===== src/rtl/snake_body_tracker.sv =====
// Snake segment store for the 160x120 grid: steps the body once per move tick,
// detects target hits and self-collision, and answers per-pixel body/head queries.
module snake_body_tracker #(
  parameter int MAX_LEN  = 16,
  parameter int INIT_LEN = 4,
  parameter int TICK_DIV = 5000000,
  parameter int H_MAX    = 160,
  parameter int V_MAX    = 120
) (
  input  logic       CLK,
  input  logic       RESET,
  input  logic [1:0] MASTER_STATE,
  input  logic [1:0] DIR_IN,
  input  logic [7:0] RAND_ADDRH,
  input  logic [6:0] RAND_ADDRV,
  input  logic [7:0] ADDRH,
  input  logic [6:0] ADDRV,
  output logic       REACHED,
  output logic       COLLISION,
  output logic       SNAKE_PIXEL,
  output logic       HEAD_PIXEL,
  output logic [4:0] LENGTH,
  output logic [7:0] SCORE
);

  localparam int TW = (TICK_DIV > 1) ? $clog2(TICK_DIV) : 1;

  typedef enum logic [1:0] {IDLE, RUN, DEAD} state_t;

  localparam logic [1:0] DIR_UP    = 2'b00;
  localparam logic [1:0] DIR_RIGHT = 2'b01;
  localparam logic [1:0] DIR_DOWN  = 2'b10;
  localparam logic [1:0] DIR_LEFT  = 2'b11;

  state_t          state_q, state_d;
  logic [7:0]      seg_x_q [MAX_LEN];
  logic [6:0]      seg_y_q [MAX_LEN];
  logic [4:0]      length_q;
  logic [7:0]      score_q;
  logic [TW-1:0]   tick_q;
  logic [1:0]      dir_q;
  logic [1:0]      pending_dir_q;
  logic            reached_q;
  logic            collision_q;

  logic            init;
  logic            run_en;
  logic            move;
  logic [1:0]      new_dir;
  logic [7:0]      next_x;
  logic [6:0]      next_y;
  logic            hit_target;
  logic            hit_self;
  logic [MAX_LEN-1:0] body_hit;
  logic [MAX_LEN-1:0] pix_hit;

  assign init   = RESET || (MASTER_STATE == 2'b00);
  assign run_en = (state_q == RUN) && (MASTER_STATE == 2'b01);
  assign move   = run_en && (tick_q == TW'(TICK_DIV - 1));

  // A request for the exact opposite direction is ignored; opposites differ only in bit 1.
  assign new_dir = ((pending_dir_q ^ dir_q) == 2'b10) ? dir_q : pending_dir_q;

  always_comb begin
    next_x = seg_x_q[0];
    next_y = seg_y_q[0];
    case (new_dir)
      DIR_UP:    next_y = (seg_y_q[0] == 7'd0) ? 7'(V_MAX - 1) : seg_y_q[0] - 7'd1;
      DIR_RIGHT: next_x = (seg_x_q[0] == 8'(H_MAX - 1)) ? 8'd0 : seg_x_q[0] + 8'd1;
      DIR_DOWN:  next_y = (seg_y_q[0] == 7'(V_MAX - 1)) ? 7'd0 : seg_y_q[0] + 7'd1;
      DIR_LEFT:  next_x = (seg_x_q[0] == 8'd0) ? 8'(H_MAX - 1) : seg_x_q[0] - 8'd1;
      default:   next_x = seg_x_q[0];
    endcase
  end

  // The tail index (LENGTH-1) is excluded from the body test because it vacates on this move.
  generate
    for (genvar gi = 0; gi < MAX_LEN; gi++) begin : g_seg_cmp
      assign body_hit[gi] = ((5'(gi) + 5'd1) < length_q) &&
                            (seg_x_q[gi] == next_x) && (seg_y_q[gi] == next_y);
      assign pix_hit[gi]  = (5'(gi) < length_q) &&
                            (seg_x_q[gi] == ADDRH) && (seg_y_q[gi] == ADDRV);
    end
  endgenerate

  assign hit_self   = |body_hit;
  assign hit_target = (next_x == RAND_ADDRH) && (next_y == RAND_ADDRV);

  always_comb begin
    state_d = state_q;
    case (state_q)
      IDLE: if (MASTER_STATE == 2'b01) state_d = RUN;
      RUN: begin
        if (MASTER_STATE[1])      state_d = IDLE;
        else if (move && hit_self) state_d = DEAD;
      end
      DEAD:    state_d = DEAD;
      default: state_d = IDLE;
    endcase
    if (init) state_d = IDLE;
  end

  always_ff @(posedge CLK) begin
    state_q <= state_d;
  end

  always_ff @(posedge CLK) begin
    pending_dir_q <= DIR_IN;
    if (init) begin
      for (int k = 0; k < MAX_LEN; k++) begin
        seg_x_q[k] <= 8'(80 - k);
        seg_y_q[k] <= 7'd60;
      end
      length_q    <= 5'(INIT_LEN);
      score_q     <= 8'd0;
      tick_q      <= '0;
      dir_q       <= DIR_RIGHT;
      reached_q   <= 1'b0;
      collision_q <= 1'b0;
    end else begin
      reached_q <= 1'b0;
      if (run_en) tick_q <= move ? '0 : tick_q + TW'(1);
      if (move) begin
        dir_q <= new_dir;
        if (hit_self) begin
          collision_q <= 1'b1;
        end else begin
          for (int k = 1; k < MAX_LEN; k++) begin
            seg_x_q[k] <= seg_x_q[k-1];
            seg_y_q[k] <= seg_y_q[k-1];
          end
          seg_x_q[0] <= next_x;
          seg_y_q[0] <= next_y;
          if (hit_target) begin
            reached_q <= 1'b1;
            if (length_q < 5'(MAX_LEN)) length_q <= length_q + 5'd1;
            if (score_q != 8'hFF)      score_q  <= score_q + 8'd1;
          end
        end
      end
    end
  end

  assign REACHED     = reached_q;
  assign COLLISION   = collision_q;
  assign SNAKE_PIXEL = |pix_hit;
  assign HEAD_PIXEL  = (seg_x_q[0] == ADDRH) && (seg_y_q[0] == ADDRV);
  assign LENGTH      = length_q;
  assign SCORE       = score_q;

endmodule


===== config.mk =====
export PLATFORM = sky130hd
export DESIGN_NAME = snake_body_tracker
export DESIGN_NICKNAME = d
export VERILOG_FILES = /design/src/rtl/snake_body_tracker.sv
export SDC_FILE = /design/constraint.sdc
export NUM_CORES = 1
export LEC_CHECK = 0
export BUFFER_PORTS_ARGS = -buffer_cell sky130_fd_sc_hd__buf_2
export CAP_MARGIN = 20
export CORE_MARGIN = 2
export CORE_UTILIZATION = 30
export CTS_BUF_LIST = sky130_fd_sc_hd__clkbuf_4 sky130_fd_sc_hd__clkbuf_8 sky130_fd_sc_hd__clkbuf_16
export CTS_CLUSTER_SIZE = 10
export DETAILED_ROUTE_END_ITERATION = 8
export GPL_TIMING_DRIVEN = 0
export PLACE_DENSITY = 0.5
export SYNTH_ARGS = -nofsm -noshare
export SYNTH_HDL_FRONTEND = slang
export SYNTH_SLANG_ARGS = --single-unit

===== constraint.sdc =====
create_clock -name CLK -period 24.3 [get_ports CLK]
set_input_delay 2.43 -clock CLK [delete_from_list [all_inputs] [get_ports CLK]]
set_output_delay 2.43 -clock CLK [all_outputs]
set_load 0.05 [all_outputs]

# == Yosys cells after proc, flatten, opt, wreduce, memory -nomap -nowiden ==
# Memory sizes are Yosys's and may differ from the RTL's.
# Index checks and enable logic that the tools add are counted.
# totals
register_bits,44
latch_bits,0
mem_bits_rw,240
romBits,0
in_bits,36
output_inout_bits,17
word_cells,282
mem_count,2
# mem_list
memory,depth,word_bits,read_ports,rd_clocked_by_memory_dff,write_ports,line_no,text
seg_x_q,16,8,16,0,16,36,logic [7:0] seg_x_q [MAX_LEN];
seg_y_q,16,7,16,0,16,37,logic [6:0] seg_y_q [MAX_LEN];
# op_classes
n_addsub,7
n_mul,0
div,0
order_cmp,18
n_eq_ne,79
n_shift,0
muxes,51
bitwise_logic,35
n_reduce_logical,82
# op_table
cell,count
$eq A8 B8 Y1,33
$eq A7 B7 Y1,33
$mux W8,18
$mux W7,18
$logic_and A1 B1 Y1,69
$lt A4 B5 Y1 const A,8
$or A1 B1 Y1,32
$reduce_or A16 Y1,2
$add A23 B1 Y23 const B,1
$eq A23 B23 Y1 const B,1
$mux W23,1
$lt A3 B5 Y1 const A,4
$reduce_or A18 Y1,1
$add A8 B1 Y8 const B,2
$pmux W8 S2,1
$pmux W7 S2,1
$lt A1 B5 Y1 const A,2
$lt A2 B5 Y1 const A,2
$eq A2 B2 Y1 const B,4
$eq A8 B8 Y1 const B,1
$logic_not A8 Y1,1
$mux W2,4
$ne A8 B8 Y1 const B,1
$reduce_and A4 Y1,2
other kinds (18),30

# == Logic depth before layout (Yosys ltp) ==
# Gate-level depths: netlist of run 1.
# depth
word_depth,14
ltp_mapped,19
depth_no_buf,13

# == Least setup slack after synthesis of run 1 ==
# No wires, ideal clock.
# synth_timing
kind,in2out
from,input ADDRV[4]
to,output SNAKE_PIXEL
arrival_time_ns,5.426
t_required_ns,21.870
setup_slack_ns,16.444
path_stages,8
n_path_buf,1
cell_sequence,clkbuf_1 > xnor2_1 > nand4_1 > nor4_1 > o21ai_0 > nand4_1 > nor3_1 > nand4_1
# synth_via
elab_chain_cells,3
word_cells_on_any_way,33
# synth_rtl
element,line_no,text
start: declaration,17,"input logic [6:0] ADDRV,"
$eq A7 B7 Y1,82,(seg_x_q[gi] == ADDRH) && (seg_y_q[gi] == ADDRV);
$logic_and A1 B1 Y1,82,
$reduce_or A16 Y1 (*),146,assign SNAKE_PIXEL = |pix_hit;
end: declaration,20,"output logic SNAKE_PIXEL,"
# Every way passes the cells marked *; elsewhere a longest branch is shown, timed or not.

# == Worst setup path after layout of run 1 ==
# layout_timing
from,input ADDRH[1]
to,output SNAKE_PIXEL
# layout_via
elab_chain_cells,4
word_cells_on_any_way,49
# layout_rtl
element,line_no,text
start: declaration,16,"input logic [7:0] ADDRH,"
$eq A8 B8 Y1,82,
$logic_and A1 B1 Y1,81,assign pix_hit[gi] = (5'(gi) < length_q) &&
$logic_and A1 B1 Y1,82,
$reduce_or A16 Y1 (*),146,
# Marks and branches as above.

==> results.md, run 1 <==
Clocking:
- After clock tree synthesis, the setup repair step added 0 buffers.
- The number of gates resized after CTS was 0.
- The H-tree generated during clock tree synthesis spans 2 levels.
- In this run the clock root is driven by a sky130_fd_sc_hd__clkbuf_16.
- The post-CTS clock slew at the launch and capture registers of the worst setup and hold paths is about 0.06 ns.
- The number of hold buffers added after CTS was 0.
- The TritonCTS clock tree is yes.
- The number of sinks handled by clock tree synthesis is about 280.
- TritonCTS created 39 clock buffers.
- The clock latency on the worst-skew pair is about 0.6 ns.
- The maximum clock insertion buffer count is 3.

Synth:
- After technology mapping, the gate count stands at 2326.
- The area share of the largest cell type after synthesis is between 20% and 30%.
- After synthesis, the share of flip-flops with an asynchronous set or reset is 0%.
- The number of different library cells used by synthesis comes to around 110.
- The portion of the post-synthesis area used by sequential elements is between 30 and 40%.
- The Yosys warning count is 0.
- The number of enable-type register cells in the synthesized netlist is 150.
- In the post-synthesis netlist, the biggest area contributors are sky130_fd_sc_hd__edfxtp_1 (22%), sky130_fd_sc_hd__dfxtp_1 (13%), sky130_fd_sc_hd__xnor2_1 (10%), sky130_fd_sc_hd__xor2_1 (8.0%), sky130_fd_sc_hd__nand2_1 (4.2%).
- The area of the mapped netlist is 0.0208 mm^2.
- The dominant synthesized flop cell is sky130_fd_sc_hd__edfxtp_1.
- Counting flops and latches in the post-synthesis netlist gives ~280.
- The most frequently used cell type in the post-synthesis netlist is sky130_fd_sc_hd__xnor2_1.
- The synthesized net count is between 2k and 2.5k.
- By count the netlist is led by sky130_fd_sc_hd__xnor2_1 (242), sky130_fd_sc_hd__nand2_1 (231), sky130_fd_sc_hd__xor2_1 (190).
- The mean post-synth cell area is 8.94 um^2.
- The cell accounting for the most synthesized area is sky130_fd_sc_hd__edfxtp_1.

Routing:
- The number of nets still failing antenna checks after routing is 0.
- The number of iterations in the first detailed-routing pass is 6.
- Summed over all layers, the routed wires come to 120000 um.
- The detailed router placed 21.0k vias in this run.
- The first routing iteration left roughly 2.7k violations.
- In the routed design, unresolved DRC markers number 0.
- Using the TritonRoute via totals, the vias-per-cell ratio works out to between 6 and 7.
- The routed length per instance is around 35 um.

Floorplan:
- In this run the horizontal extent of the chip is roughly 270 um.
- The initialized floorplan defines 96 standard-cell rows.
- The die is around 270 um tall.
- Once the floorplan was initialized, standard cells occupied between 30% and 40% of the core.
- After floorplanning, the core was sized to cover roughly 0.069 mm^2.
- In this run the count of I/O pins placed on the die edge is between 50 and 60.
- The die covers 0.0715 mm^2.

Timing:
- The clock period minus worst slack is roughly 8.5 ns.
- The worst slew margin relative to its limit is 12.1%.
- The largest clock skew in the final design is about 0.040 ns.
- The total count of hold-check failures in the final report was 0.
- In the finished design, the share of the clock period the worst path needs comes to around a third.
- Setup repair after global routing left no endpoint under its margin.
- The setup violation total in the final timing report is 0.
- The number of pins with negative max-slew slack in the final report is 0.
- Timing would allow up to 0.118 GHz.
- The slew at the pin with the worst max-slew slack is between 1 and 1.5 ns.
- After routing, the total negative slack on setup checks comes to 0 ns.

Worst setup path:
- The total buffers and inverters traversed by the critical path is 5.
- The largest delay contributor family on the critical path is buffers and inverters.
- In this run the worst path has a maximum fanout of 7.
- The type of destination of the critical path is a primary output.
- The maximum cell stage delay along the critical path is 0.88 ns.
- The category of the worst setup path launch point is an input pin.
- The standard cell with the maximum stage delay on the critical path is sky130_fd_sc_hd__clkbuf_1.
- The critical path class is input pin to primary output.
- Traced cell by cell, the critical path runs through clkbuf_1 -> clkbuf_1 -> buf_8 -> xor2_1 -> nor4_1 -> nand4_1 -> nor4_1 -> buf_2 -> a41oi_1 -> nand4_1 -> buf_2.
- The required time at the endpoint of the critical path is 21.87 ns.
- STA puts the critical path data arrival time at ~6 ns.

Finish:
- The share of layout cells above drive strength 1 is a little under an eighth.
- Leaving out filler cells and counting taps, the final layout contains between 3k and 4k.
- The number of fill cells is slightly above 7k.
- At the end of the flow the core is filled with cells to a little over a third.
- The final layout contains ~2.5k nets.
- The area added between synthesis and finish is 15.2%.

Global routing:
- The number of antenna violations at the first check in global routing is 8.
- The total overflow left after global routing is 0.
- The maximum number of pins on one net before global-route repair is 65.
- Across every metal layer, demand over resource in global routing totals 33.0%.
- The first global-routing pass estimated around 160000 um of wire.
- The number of global-route vias before repair is ~20k.

Placed design:
- Routability-driven placement finished with a final weighted congestion of 1.07.
- The placed instance count is around 3.3k.
- The quantity of I/O buffers inserted on ports is 37.
- Summed over all nets, the half-perimeter wirelength after detailed placement is between 90000 and 100000 um.

Min path:
- The path type of the worst min-delay path is flip-flop to flip-flop.

Power and ir drop:
- The worst supply voltage drop on vdd is between 40 and 50 uV.
- The leakage power figure is approximately 8 nW.
- The power density over the cells is slightly below 60 mW/mm^2.

Run:
- The tool flagged a number of max-cap violations equal to 0.

Outcome:
- The run finished with clean final reports.
==> power breakdown <==
group	switching [mW]	internal, mW
registers	0.0289	0.523
logic	0.206	0.0969
clock network	0.238	0.334
total	0.474	0.953
==> state kept, by name, indices dropped and copies added, names as in the netlist <==
signal         flops
seg_y_q          112
REACHED            1
tick_q            23
SCORE              8
seg_x_q          128
COLLISION          1
LENGTH             5
state_q            2
dir_q              2
pending_dir_q      2
==> metrics by stage <==
step	total power [mW]	area [um^2]	setup slack, ns	hold WS (ns)
after floorplan	0.720	20800	16.44	0.458
after global placement	0.844	22200	11.64	0.453
after detailed placement	0.848	22700	15.52	0.458
after CTS	1.42	23900	15.50	0.481
after global routing	1.46	24000	15.89	0.509
final	1.43	24000	15.79	0.485
==> path summary, 6_finish.rpt <==
path / startpoint / slack [ns] / to / depth (start not counted)
setup / recovery: ADDRH[1] / 15.79 / SNAKE_PIXEL / 11
hold / removal: COLLISION / 0.49 / COLLISION / 1
setup reg to reg: seg_y_q[0][1] / 15.99 / seg_y_q[2][4] / 17
hold reg to reg: COLLISION / 0.49 / COLLISION / 1
==> cell type report <==
type	instances	area (um^2)	share of cell area [%]
clock buffers	60	1170	4.88
clock inverters	12	85.1	0.355
flip-flops and latches	284	7190	30.0
repair buffers	73	682	2.85
well taps	931	1160	4.86
diodes	3	7.51	0.0313
inverters	34	128	0.533
multi-input cells	1823	12700	52.8
plain buffers	185	880	3.67
==> logic make-up after synthesis <==
kind of cell / count (synthesis) / synth area share, %
buf+inv: 219 / 4.83
compound gates: 360 / 12.0
fa+ha+maj: 8 / 0.481
simple gates: 952 / 25.5
xor+xnor: 446 / 19.7
mux: 57 / 2.97
flops: 284 / 34.6
==> cell usage in the layout, fill, tap and decap left out, types with 10 or more instances in the layout <==
master,n
sky130_fd_sc_hd__buf_1,15
sky130_fd_sc_hd__xnor3_1,11
sky130_fd_sc_hd__buf_8,20
sky130_fd_sc_hd__buf_2,83
sky130_fd_sc_hd__dfxtp_1,134
sky130_fd_sc_hd__clkbuf_4,17
sky130_fd_sc_hd__nand3_1,63
sky130_fd_sc_hd__nand2_1,230
sky130_fd_sc_hd__nor3b_1,12
sky130_fd_sc_hd__xnor2_1,242
sky130_fd_sc_hd__nand2b_1,14
sky130_fd_sc_hd__o21ai_0,48
sky130_fd_sc_hd__nand4_1,90
sky130_fd_sc_hd__a21o_1,13
sky130_fd_sc_hd__a31oi_1,16
sky130_fd_sc_hd__clkbuf_1,102
sky130_fd_sc_hd__o2111ai_1,17
sky130_fd_sc_hd__o211ai_1,18
sky130_fd_sc_hd__or3_1,91
sky130_fd_sc_hd__and2_1,12
sky130_fd_sc_hd__nor3_1,47
sky130_fd_sc_hd__xor2_1,190
sky130_fd_sc_hd__inv_1,34
sky130_fd_sc_hd__mux2i_1,48
sky130_fd_sc_hd__o31ai_1,11
sky130_fd_sc_hd__clkbuf_16,40
sky130_fd_sc_hd__buf_6,13
sky130_fd_sc_hd__or2_2,11
sky130_fd_sc_hd__and3_1,79
sky130_fd_sc_hd__a21oi_1,103
sky130_fd_sc_hd__buf_4,18
sky130_fd_sc_hd__edfxtp_1,150
sky130_fd_sc_hd__nor4_1,85
sky130_fd_sc_hd__a2111oi_0,10
sky130_fd_sc_hd__nor2_1,103
sky130_fd_sc_hd__or4_1,24
==> per-layer routing <==
metal / GRT usage (%) / wire (um)
met1: 42.7 / 48000
met3: 8.23 / 12700
met2: 48.9 / 50300
met5: 0 / 41
met4: 20.6 / 8870
No activity file was read; power rests on OpenSTA's default activity.
==> run 2, diff against run 1 <==
Clock period 24.3 ns to 8.4 ns, I/O delays scaled along.
==> run 2 against run 1 <==
Total power grew to 2.9 times the previous value. Sequential share of layout area hardly changed. Hold slack got worse by 0.10 ns. Setup slack got worse by 16 ns. Clock power grew to 2.9 times the previous value. Count of clock-buffer cells in the layout is the same. Critical path depth is 6 higher. First-iteration DRC count decreased by 0.18%. Register-to-register slack lost 16 ns. Non-clock buffer count is 1 lower.
==> results.md, run 2 (synthesis gave the netlist of run 1 again) <==
Outcome:
- The run finished with clean final reports.

Power and ir drop:
- The cell-internal power is about 2.8 mW.
- The sequential share of power is a little under 40%.
- Across the VDD grid, the largest voltage drop is between 100 and 150 uV.
- The clock power share is around 40%.
- The analysis attributes to cell leakage a power of between 8 and 9 nW.
- Combinational cells account for approximately a fifth of the total power.
- The switching component of the power is ~1.4 mW.
- The switching share of total power is 33.2%.
- The power density over the cells is around 170 mW/mm^2.

Global routing:
- The maximum number of pins on one net before global-route repair is 65.
- The number of global-route vias before repair is roughly 20k.
- The first global-routing pass estimated 161000 um of wire.
- The overall routing resource usage is 33.0%.
- The remaining global-route overflow is 0.
- The number of antenna violations at the first check in global routing is 8.

Routing:
- Across all layers, the routed design uses approximately 21k vias.
- The count of nets left with antenna violations once routing finished came out at 0.
- The routed metal-1 wire length is around 47000 um.
- Detailed routing placed a total of around 50000 um of wire on met2.
- The routed design has 120000 um of wire.
- The first detailed-routing pass took 6 iterations.
- Signal routing reaches up to met5.
- The detailed router finished its first iteration with about 2.7k violations.
- Detailed routing placed a total of between 10000 and 15000 um of wire on met3.
- The routed length per instance is 35.2 um.
- The final routed DRC violation total is 0.
- Dividing the detail-routed via count by the number of cells gives 6.14.

Worst setup path:
- Broken down by cell family, the worst path's largest delay share belongs to simple AND/OR/NAND/NOR gates.
- Walking the worst path, the cells encountered are clkbuf_1 -> inv_1 -> ha_1 -> or2_2 -> a21o_1 -> a32o_1 -> nor2_2 -> buf_2 -> xnor2_1 -> nor4_1 -> nand3_1 -> nand4_1 -> or4_1 -> buf_2 -> buf_4 -> nand2_4 -> buf_16.
- The maximum cell stage delay along the critical path is between 0.8 and 0.9 ns.
- By startpoint and endpoint, the worst setup path is classified as flip-flop to flip-flop.
- The critical path's most frequent cell is sky130_fd_sc_hd__buf_2.
- The category of the worst setup path launch point is a flip-flop.
- The type of destination of the critical path is a flip-flop.
- The required time at the endpoint of the critical path is just under 9 ns.
- The standard cell with the maximum stage delay on the critical path is sky130_fd_sc_hd__nor2_2.
- The total buffers and inverters traversed by the critical path is 6.
- STA puts the critical path data arrival time at between 8 and 9 ns.
- The highest net fanout along the worst path is 64.

Finish:
- Excluding fillers, the count of instances in the completed layout stands at roughly 3.4k.
- The number of flip-flops under the largest register name is roughly 130.
- The area of all placed cells without fillers is approximately 0.024 mm^2.
- From synthesis to final layout, the design area changed by 15.1%.
- The register with the most flip-flops in the final layout is seg_x_q.
- The leading cell type in the layout, fill and taps excluded is sky130_fd_sc_hd__xnor2_1.
- The largest registers in the layout are seg_x_q (128), seg_y_q (112), tick_q (23).
- The share of layout cells above drive strength 1 is approximately 11%.
- The net count of the finished layout is between 2k and 2.5k.
- The top cell types in the final layout, fill and taps aside, are sky130_fd_sc_hd__xnor2_1 (242), sky130_fd_sc_hd__nand2_1 (230), sky130_fd_sc_hd__xor2_1 (190).

Clocking:
- Clock-pin slew was measured on the worst setup and hold paths at approximately 0.050 ns.
- The total CTS buffers is 39.
- The TritonCTS clock tree is yes.
- The maximum clock insertion buffer count is 3.
- Gates resized during post-CTS repair numbered 0.
- In this run the clock root is driven by a sky130_fd_sc_hd__clkbuf_16.
- The total setup buffers inserted after CTS is 0.
- The later pin in the worst-skew pair is clocked with a latency of roughly 0.59 ns.
- In this run the number of H-tree levels came out at 2.
- The number of hold buffers added after CTS was 0.
- The clock net in this run drives a total of roughly 280 sinks.

Timing:
- Setup repair after global routing left no endpoint under its margin.
- The clock period minus worst slack is between 8 and 9 ns.
- The maximum clock frequency is approximately 0.12 GHz.
- For the final database, setup skew stands at between 0.03 and 0.04 ns.
- Setup violations remaining at the end of the flow were counted as 0.
- The total count of hold-check failures in the final report came to 0.
- The worst slew margin relative to its limit is between 15 and 20%.
- The number of pins with negative max-slew slack in the final report was 0.
- The ratio of final minimum period to clock period is a little over nine tenths.
- For the pin with the worst max-slew slack, the measured transition is between 1 and 1.5 ns.

Floorplan:
- The floorplan step set the die width to approximately 270 um.
- The top-level port count is 53.
- The floorplan step set the die height to about 270 um.
- The core outline area is about 0.07 mm^2.
- The full die area is between 0.07 and 0.08 mm^2.
- The initialized floorplan defines 96 standard-cell rows.
- Once the floorplan was initialized, standard cells occupied between 30% and 40% of the core.

Run:
- The number of violations of the max-capacitance limit is 0.

Min path:
- The path type of the worst min-delay path is input pin to flip-flop.

Placed design:
- The estimated wirelength of the detail-placed design is roughly 90000 um.
- The weighted congestion at the end of routability-driven global placement is ~1.1.
- The area after detailed placement is 0.0227 mm^2.
- Including well taps, the total number of placed cells is between 3k and 4k.
- Port buffering added 37 buffers.
[run 2: changes by cell type in the layout (fill, tap and decap cells not counted), sizes merged]
cell / delta
buf: -1
diode: -1
[run 2: layer usage]
metal  GRT usage (%)  up-vias
li1                -     8727
met1            42.7    10200
met2            48.9     1487
met3            8.35      420
met4            20.6       12
met5               0        -
[run 2: worst reg2reg max path: stages, from the launching register on]
cell and delay, ns:
sky130_fd_sc_hd__edfxtp_1 0.51, sky130_fd_sc_hd__clkbuf_1 0.65, sky130_fd_sc_hd__inv_1 0.45, sky130_fd_sc_hd__ha_1 0.39
sky130_fd_sc_hd__or2_2 0.31, sky130_fd_sc_hd__a21o_1 0.19, sky130_fd_sc_hd__a32o_1 0.30, sky130_fd_sc_hd__nor2_2 0.85
sky130_fd_sc_hd__buf_2 0.80, sky130_fd_sc_hd__xnor2_1 0.30, sky130_fd_sc_hd__nor4_1 0.73, sky130_fd_sc_hd__nand3_1 0.22
sky130_fd_sc_hd__nand4_1 0.25, sky130_fd_sc_hd__or4_1 0.34, sky130_fd_sc_hd__buf_2 0.47, sky130_fd_sc_hd__buf_4 0.30
sky130_fd_sc_hd__nand2_4 0.38, sky130_fd_sc_hd__buf_16 0.45
[run 2: power groups by stage]
stage | Clock (mW) | Combinational (mW) | Sequential [mW]
finish | 1.66 | 0.876 | 1.59
global route | 1.72 | 0.897 | 1.59
CTS | 1.67 | 0.839 | 1.59
detailed placement | 0 | 0.835 | 1.62
global placement | 0 | 0.812 | 1.63
floorplan | 0 | 0.499 | 1.59
[run 2: layout make-up]
| type | instances | area [um^2] |
|---|---|---|
| well taps | 931 | 1160 |
| flip-flops and latches | 284 | 7190 |
| multi-input cells | 1823 | 12700 |
| diodes | 2 | 5.00 |
| clock buffers | 60 | 1170 |
| plain buffers | 185 | 880 |
| inverters | 34 | 128 |
| clock inverters | 12 | 85.1 |
| repair buffers | 72 | 667 |
| fillers | 7087 | 44600 |
[run 2: final timing paths]
check | start | end | slack, ns | cells after the start
hold / removal | DIR_IN[0] | pending_dir_q[0] | 0.38 | 1
hold reg to reg | COLLISION | COLLISION | 0.48 | 1
setup / recovery | seg_y_q[0][1] | seg_y_q[2][4] | 0.12 | 17
setup reg to reg | seg_y_q[0][1] | seg_y_q[2][4] | 0.12 | 17
[run 2: per-stage QoR]
| step | setup TNS (ns) | setup WS [ns] | total power, mW | hold slack [ns] | util, % |
|---|---|---|---|---|---|
| after detailed placement | 0 | 0.517 | 2.45 | 0.458 | 33.0 |
| final | 0 | 0.124 | 4.13 | 0.385 | 34.9 |
| after global placement | -635.93 | -4.26 | 2.44 | 0.453 | 32.3 |
| after CTS | 0 | 0.492 | 4.09 | 0.366 | 34.9 |
| after floorplan | 0 | 0.743 | 2.08 | 0.458 | - |
| after global routing | 0 | 0.134 | 4.21 | 0.387 | 34.9 |
